--- src/rtl/regfile_write_arbiter.sv ---
// regfile_write_arbiter
//   Merges three register-file write sources onto a single write port.
//   The main pipeline has absolute priority and is never stalled; load
//   returns and mul/div results are queued in an in-order FIFO and drained
//   into the write port whenever the pipeline leaves it idle.
//
// Ports
//   clk, rst                     clock, asynchronous active-high reset
//   pipe_wen/pipe_rd/pipe_data   main-pipeline writeback (always accepted)
//   ld_valid/ld_rd/ld_data       load-return request, ld_ready handshake
//   md_valid/md_rd/md_data       mul/div result request, md_ready handshake
//   wen/rd/data_in               registered register-file write port
//   pending_mask                 per-register "write still buffered" flags
module regfile_write_arbiter #(
  parameter int DEPTH = 4
) (
  input  logic        clk,
  input  logic        rst,
  input  logic        pipe_wen,
  input  logic [4:0]  pipe_rd,
  input  logic [31:0] pipe_data,
  input  logic        ld_valid,
  input  logic [4:0]  ld_rd,
  input  logic [31:0] ld_data,
  output logic        ld_ready,
  input  logic        md_valid,
  input  logic [4:0]  md_rd,
  input  logic [31:0] md_data,
  output logic        md_ready,
  output logic        wen,
  output logic [4:0]  rd,
  output logic [31:0] data_in,
  output logic [31:0] pending_mask
);

  localparam int AW = $clog2(DEPTH);
  localparam int CW = $clog2(DEPTH) + 1;

  logic [CW-1:0] count_q, count_d, free;
  logic [AW-1:0] wr_ptr_q, wr_ptr_d, rd_ptr_q, rd_ptr_d, md_idx, offs;
  logic [4:0]    mem_rd_q   [DEPTH];
  logic [31:0]   mem_data_q [DEPTH];
  logic          wen_q, wen_d;
  logic [4:0]    rd_q, rd_d;
  logic [31:0]   data_q, data_d;
  logic          ld_push, md_push, pipe_sel, pop;

  // Free space is taken from the current count only, so a same-cycle pop
  // never lets an extra request in.
  assign free     = CW'(DEPTH) - count_q;
  assign ld_ready = (free != '0);
  assign md_ready = (free >= CW'(2)) || ((free == CW'(1)) && !ld_valid);

  // rd==0 requests complete the handshake but are dropped.
  assign ld_push  = ld_valid && ld_ready && (ld_rd != 5'd0);
  assign md_push  = md_valid && md_ready && (md_rd != 5'd0);
  assign pipe_sel = pipe_wen && (pipe_rd != 5'd0);
  assign pop      = !pipe_sel && (count_q != '0);

  // Load entry is older than a simultaneous mul/div entry.
  assign md_idx   = ld_push ? wr_ptr_q + AW'(1) : wr_ptr_q;

  always_comb begin
    wr_ptr_d = wr_ptr_q + AW'(ld_push) + AW'(md_push);
    rd_ptr_d = rd_ptr_q + AW'(pop);
    count_d  = count_q + CW'(ld_push) + CW'(md_push) - CW'(pop);
    wen_d    = 1'b0;
    rd_d     = rd_q;
    data_d   = data_q;
    if (pipe_sel) begin
      wen_d  = 1'b1;
      rd_d   = pipe_rd;
      data_d = pipe_data;
    end else if (pop) begin
      wen_d  = 1'b1;
      rd_d   = mem_rd_q[rd_ptr_q];
      data_d = mem_data_q[rd_ptr_q];
    end
  end

  always_ff @(posedge clk or posedge rst) begin
    if (rst) begin
      count_q  <= '0;
      wr_ptr_q <= '0;
      rd_ptr_q <= '0;
      wen_q    <= 1'b0;
      rd_q     <= 5'd0;
      data_q   <= 32'd0;
    end else begin
      count_q  <= count_d;
      wr_ptr_q <= wr_ptr_d;
      rd_ptr_q <= rd_ptr_d;
      wen_q    <= wen_d;
      rd_q     <= rd_d;
      data_q   <= data_d;
    end
  end

  // Storage needs no reset: occupancy alone decides which entries are live.
  always_ff @(posedge clk) begin
    if (ld_push) begin
      mem_rd_q[wr_ptr_q]   <= ld_rd;
      mem_data_q[wr_ptr_q] <= ld_data;
    end
    if (md_push) begin
      mem_rd_q[md_idx]   <= md_rd;
      mem_data_q[md_idx] <= md_data;
    end
  end

  // An entry is live when its distance from the head is below the count;
  // duplicates simply OR into the same bit.
  always_comb begin
    pending_mask = 32'd0;
    offs         = '0;
    for (int i = 0; i < DEPTH; i++) begin
      offs = AW'(i) - rd_ptr_q;
      if ({1'b0, offs} < count_q)
        pending_mask[mem_rd_q[i]] = 1'b1;
    end
  end

  assign wen     = wen_q;
  assign rd      = rd_q;
  assign data_in = data_q;

endmodule

--- config.mk ---
export PLATFORM = sky130hd
export DESIGN_NAME = regfile_write_arbiter
export DESIGN_NICKNAME = d
export VERILOG_FILES = /design/src/rtl/regfile_write_arbiter.sv
export SDC_FILE = /design/constraint.sdc
export NUM_CORES = 1
export LEC_CHECK = 0
export ABC_CLOCK_PERIOD_IN_PS = 3800
export CELL_PAD_IN_SITES_DETAIL_PLACEMENT = 1
export CELL_PAD_IN_SITES_GLOBAL_PLACEMENT = 2
export CORE_UTILIZATION = 32
export DETAILED_ROUTE_END_ITERATION = 7
export GPL_TIMING_DRIVEN = 0
export PLACE_DENSITY_LB_ADDON = 0.1
export SLEW_MARGIN = 10
export SYNTH_ARGS = -nofsm -noshare
export SYNTH_HDL_FRONTEND = slang
export SYNTH_SLANG_ARGS = --single-unit
--- constraint.sdc ---
create_clock -name clk -period 3.8 [get_ports clk]
set_input_delay 0.57 -clock clk [delete_from_list [all_inputs] [get_ports clk]]
set_output_delay 0.57 -clock clk [all_outputs]
set_load 0.03 [all_outputs]
-- After elaboration in Yosys (flattened, before gate mapping)
Memory sizes are Yosys's and may differ from the RTL's.
Cells that the tools add are included.
- word-level logic and storage cells: 80
- flip-flop bits (word level): 45
- RAM bits: 148
- memories kept: 2
- memory list (memory ; words ; bits a word ; read ports ; clocked after Yosys merged registers in ; wr ports ; RTL line ; RTL):
    mem_data_q ; 4 ; 32 ; 1 ; 0 ; 2 ; 42 ; logic [31:0] mem_data_q [DEPTH];
    mem_rd_q ; 4 ; 5 ; 5 ; 0 ; 2 ; 41 ; logic [4:0] mem_rd_q [DEPTH];
- bitwise logic cells: 3
- muxes and demuxes: 23
- add/subtract/negate cells: 12
- magnitude comparators: 13
- reductions and logical operators: 20
- equal/unequal tests: 1
- operators by type and width (cell ; number):
    two-way mux 32 bit ; 6
    bitwise OR 32 bit ; 3
    < comparator 5 x 6 -> 1 bit (second input constant) ; 4
    demux 1 bit (select 5 bit) ; 4
    >= comparator 5 x 1 -> 1 bit (second input constant) ; 4
    nonzero test 5 bit ; 3
    < comparator 2 x 3 -> 1 bit ; 4
    logical AND 1 bit ; 11
    two-way mux 1 bit ; 10
    two-way mux 5 bit ; 2
    adder 2 x 1 -> 2 bit ; 3
    adder 3 x 1 -> 3 bit ; 2
    nonzero test 3 bit ; 2
    subtractor 1 x 2 -> 2 bit (first input constant) ; 2
    subtractor 2 bit (first input constant) ; 2
    equality test 3 x 1 -> 1 bit (second input constant) ; 1
    >= comparator 3 x 2 -> 1 bit (second input constant) ; 1
    subtractor 3 x 1 -> 3 bit ; 1
    subtractor 3 bit (first input constant) ; 1
    adder 2 x 1 -> 2 bit (second input constant) ; 1
    zero test 1 bit ; 2
    two-way mux 2 bit ; 1
    nonzero test 2 bit ; 1
    logical OR 1 bit ; 1

-- Longest topological paths before layout
- depth after elaboration: 11
- gate-level depth with buffers: 13
- mapped depth without buffers: 12

-- Worst setup path before layout
Ideal clock, no wire load.
- path kind: reg2out
- start: register rd_ptr_q[1]
- end: output pending_mask[24]
- arrival time: 2.972 ns
- required time: 3.230 ns
- setup slack: 0.258 ns
- stages on the path, launching flop included: 10
- path through: dfrtp_1 clkbuf_1 clkbuf_1 inv_1 ha_1 a21boi_0 o21ai_0 or3b_2 o22ai_1 a221o_1
- longest elaborated chain between the ends: 9
- RTL lines (item ; RTL line ; RTL):
    start: declaration ; 40 ; logic [AW-1:0] wr_ptr_q, wr_ptr_d, rd_ptr_q, rd_ptr_d, md_idx, offs;
    start signal: assignment ; 92 ; rd_ptr_q <= rd_ptr_d;
    subtractor 1 x 2 -> 2 bit ; 117 ; offs = AW'(i) - rd_ptr_q;
    < comparator 2 x 3 -> 1 bit ; 118 ; if ({1'b0, offs} < count_q)
    two-way mux 32 bit ; 118 ;
    bitwise OR 32 bit (no line) ; n/a ;
    two-way mux 32 bit ; 118 ;
    bitwise OR 32 bit (no line) ; n/a ;
    two-way mux 32 bit ; 118 ;
    bitwise OR 32 bit (no line) ; n/a ;
    two-way mux 32 bit (*) ; 118 ;
    end: declaration ; 33 ; output logic [31:0] pending_mask
Every way passes the cells marked *; elsewhere a longest branch is shown, timed or not.

-- Worst setup path in the final report
- start: register rd_ptr_q[0]
- end: output pending_mask[12]
Same word-level chain as after synthesis.

==> metrics.md <==
| Metric | Value |
|---|---|
| I/O pins | `between 150 and 200` |
| Max Slew Vio Count | `0` |
| Layout area overhead | `31.50%` |
| Latest clock arrival within the worst-skew pair | `450 ps` |
| TritonRoute pass-1 iters | `4` |
| Crit share post-route | `0.9601` |
| Leakage | `~5.3 nW` |
| Setup crit end | `pending_mask[12]` |
| Fin Setup TNS | `0 ps` |
| Register area share after synthesis | `0.5125` |
| Port Buf Inserts | `187` |
| Post-synthesis mux area share | `0.2809` |
| Synth cell types | `56` |
| Crit path launch | `rd_ptr_q[0]$_DFF_PP0_` |
| Initial antenna violation count | `0` |
| Max Cap Violations | `0` |
| Synth Register Bits | `193` |
| Critical Path RT | `3230 ps` |
| Net count after synthesis | `897` |
| Synth Area in Simple Gates | `0.06044` |
| Setup CP Type | `flip-flop to output port` |
| Yosys warnings | `0` |
| HP Class | `primary input to async pin` |
| Initial core utilization | `0.3250` |
| CP Capture Type | `output port` |
| Largest net degree at the start of global routing | `24` |
| Most common cell after layout, fill and taps aside | `clkdlybuf4s50_1` |
| Commonest cells after routing, fill and taps aside | `155 x clkdlybuf4s50_1, 148 x edfxtp_1, 74 x mux2_2` |
| CTS tree | `done` |
| DPL Wire Length | `~24000 um` |
| Clock buffer depth | `2` |
| H-tree Lvls | `4` |
| Final setup violation count | `0` |
| Clock Sinks | `193` |
| Clk_skew | `13.76 ps` |
| GPL Wtd Cong | `0.8617` |
| Layout cells sized above 1 | `0.2783` |
| Largest family of logic cells by synthesized area | `multiplexers` |
| Post-DRT Antenna Nets | `0` |
| Multi-input logic area | `5065 sq um` |
| Hold Vio Cnt, Final | `0` |
| CTS Hold Bufs | `0` |
| Adder-Cell Fraction of Synth Area | `0.02141` |
| Clock-pin slew on the worst setup and hold paths | `70 ps` |
| Post-Syn Instances | `763` |
| Nets | `1120` |
| Gr ovfl total | `0` |
| FF+latch area | `about 5600 sq um` |
| Rel. slew slack | `0.3295` |
| Slew @ Worst Pin | `1006 ps` |
| Synth Area in XOR/XNOR | `0.008634` |
| PD cells | `897.0 nW/um^2` |
| Ant. Diodes | `0` |
| Die width | `186.3 um` |
| Synth Area in Compound Gates | `0.08219` |
| Routed wire length | `between 30000 and 40000 um` |
| R2R cell count | `12` |
| Reg-to-reg endpoint | `mem_data_q[2][1]$_DFFE_PP_` |
| Reg2Reg Setup Slack | `280 ps` |
| Fill cells | `approximately 3400` |
| Die Ht | `186.3 um` |
| Clock root cell | `clkbuf_16` |
| Max Fclk | `approximately 270 MHz` |
| Cell area after synthesis | `around 11000 sq um` |
| Overall Global Routing Usage | `0.2009` |
| First-pass GRT wire length | `51650 um` |
| Status | `finished clean` |
| RSZ-0062 raised after global routing | `no` |
| Primary FF master, synth | `edfxtp_1` |
| Async set-reset flop share out of synthesis | `0.2332` |
| Total CTS buffers | `17` |
| Vias | `between 7000 and 8000` |
| Arrival time at the worst endpoint | `just over 3000 ps` |
| CP Max Fanout | `10` |
| Number of global-route vias before repair | `8204` |
| Avg Inst Size Synth | `14.25 sq um` |
| Core ar. | `33450 sq um` |
| DR vias/cell | `5.177` |
| Startpoint types | `flip-flop` |
| Die area | `between 30000 and 40000 sq um` |
| WL per Instance | `23.45 um` |
| # rows | `67` |
| Final min period | `3648 ps` |
| Worst hold slack | `531.2 ps` |
| Crit Reg-Reg Startpoint | `count_q[1]$_DFF_PP0_` |
| EDFF count, synth | `148` |
| Worst vdd ir | `397.0 uV` |
| Initial drt markers | `515` |
| Drc violations | `0` |
-- worst min-delay path by stage --
stage,start,to,cells past startpoint,slack [ps]
6_report,rst,data_in[4]$_DFFE_PP0P_,2,530
5_1_grt,rst,data_in[6]$_DFFE_PP0P_,2,570
4_1_cts,rst,data_in[4]$_DFFE_PP0P_,2,550
3_5_place_dp,data_in[2]$_DFFE_PP0P_,data_in[2]$_DFFE_PP0P_,2,580
3_3_place_gp,data_in[4]$_DFFE_PP0P_,data_in[4]$_DFFE_PP0P_,2,560
2_1_floorplan,count_q[0]$_DFF_PP0_,count_q[0]$_DFF_PP0_,1,560
-- sequential cells by signal, indices dropped and copies added, names as in the netlist --
signal and cells:
count_q 3, wen 1, mem_data_q 128, mem_rd_q 20, data_in 32, rd 5, wr_ptr_q 2, rd_ptr_q 2
-- cells in the mapped netlist (3+ instances only) --
| library cell | instances | area share |
|---|---|---|
| nand3_2 | 4 | 0.0037 |
| clkbuf_1 | 19 | 0.0066 |
| and3b_1 | 3 | 0.0024 |
| mux2_4 | 39 | 0.054 |
| nor3b_1 | 5 | 0.0035 |
| inv_1 | 21 | 0.0073 |
| mux2i_1 | 35 | 0.032 |
| mux2_2 | 74 | 0.077 |
| nand3b_1 | 6 | 0.0041 |
| buf_1 | 6 | 0.0021 |
| nand2b_1 | 7 | 0.0040 |
| a221o_1 | 26 | 0.024 |
| edfxtp_1 | 148 | 0.41 |
| o211ai_1 | 7 | 0.0048 |
| xnor2_1 | 5 | 0.0040 |
| a21oi_1 | 39 | 0.018 |
| dfrtp_1 | 45 | 0.10 |
| o2111ai_1 | 3 | 0.0024 |
| a211o_1 | 3 | 0.0024 |
| nor3_1 | 6 | 0.0028 |
| mux4_2 | 37 | 0.077 |
| nand2_1 | 17 | 0.0059 |
| nor2b_1 | 6 | 0.0035 |
| mux2_1 | 38 | 0.039 |
| ha_1 | 17 | 0.020 |
| a22o_1 | 4 | 0.0032 |
| nand3_1 | 5 | 0.0023 |
| o22ai_1 | 23 | 0.013 |
| buf_6 | 13 | 0.013 |
| o21ai_0 | 5 | 0.0023 |
| nor2_1 | 51 | 0.018 |
| buf_2 | 7 | 0.0032 |
| or3_1 | 4 | 0.0023 |
-- area by class of cell --
class / count / share of cell area
buffer: 45 / 0.02206
clock buffer: 20 / 0.03055
clock inverter: 12 / 0.01602
inverter: 21 / 0.005515
multi-input combinational: 502 / 0.3544
sequential: 193 / 0.3899
tap: 448 / 0.03922
timing repair buffer: 206 / 0.1423
-- logic make-up (layout without fill, tap and decap cells) --
| logic type | count (synthesis) | count (layout) |
|---|---|---|
| mux | 224 | 224 |
| flops | 193 | 193 |
| fa+ha+maj | 18 | 18 |
| xor+xnor | 9 | 9 |
| buf+inv | 68 | 304 |
| compound gates | 125 | 125 |
| simple gates | 126 | 126 |
-- routing by layer --
metal,up-vias,wire length (um),GRT usage
met2,165,17240,0.3495
met1,3837,14970,0.2573
met5,-,0,0
met4,0,395,0.04641
met3,27,1330,0.03799
li1,3462,-,-
-- power by group --
part | total (W) | switching [W] | internal (W) | leakage (nW)
Combinational | 0.00676 | 0.00378 | 0.00298 | 3.07
Sequential | 0.00397 | 0.000481 | 0.00349 | 1.88
Clock | 0.00209 | 0.000846 | 0.00124 | 0.319
Total | 0.0128 | 0.00511 | 0.00771 | 5.27
-- critical path: stages (launching register included) --
cell and delay (ps):
dfrtp_2 420, buf_8 200, buf_8 200, xnor2_2 140, inv_1 60, ha_1 310
a21oi_4 90, o211ai_1 330, buf_4 200, o22ai_1 80, a221o_1 300, clkdlybuf4s15_2 290
-- through the flow --
step / worst slack [ps] / utilization / power, W / area, sq um / instances
2_1_floorplan: 257.6 / - / 0.008128 / 10870 / 763
3_3_place_gp: -1592 / 0.3977 / 0.01047 / 13300 / 1398
3_5_place_dp: -1622 / 0.4014 / 0.01063 / 13430 / 1403
4_1_cts: 17.23 / 0.4291 / 0.01299 / 14350 / 1446
5_1_grt: 2.747 / 0.4273 / 0.01353 / 14290 / 1447
6_report: 151.8 / 0.4273 / 0.01282 / 14290 / 1447
-- timing repair --
item	in CTS	in global routing
setup buffers	11	3
endpoints found under the setup margin	34	31
resized for setup	102	26
pin swaps	8	3
Power figures use the tool's default switching activity.
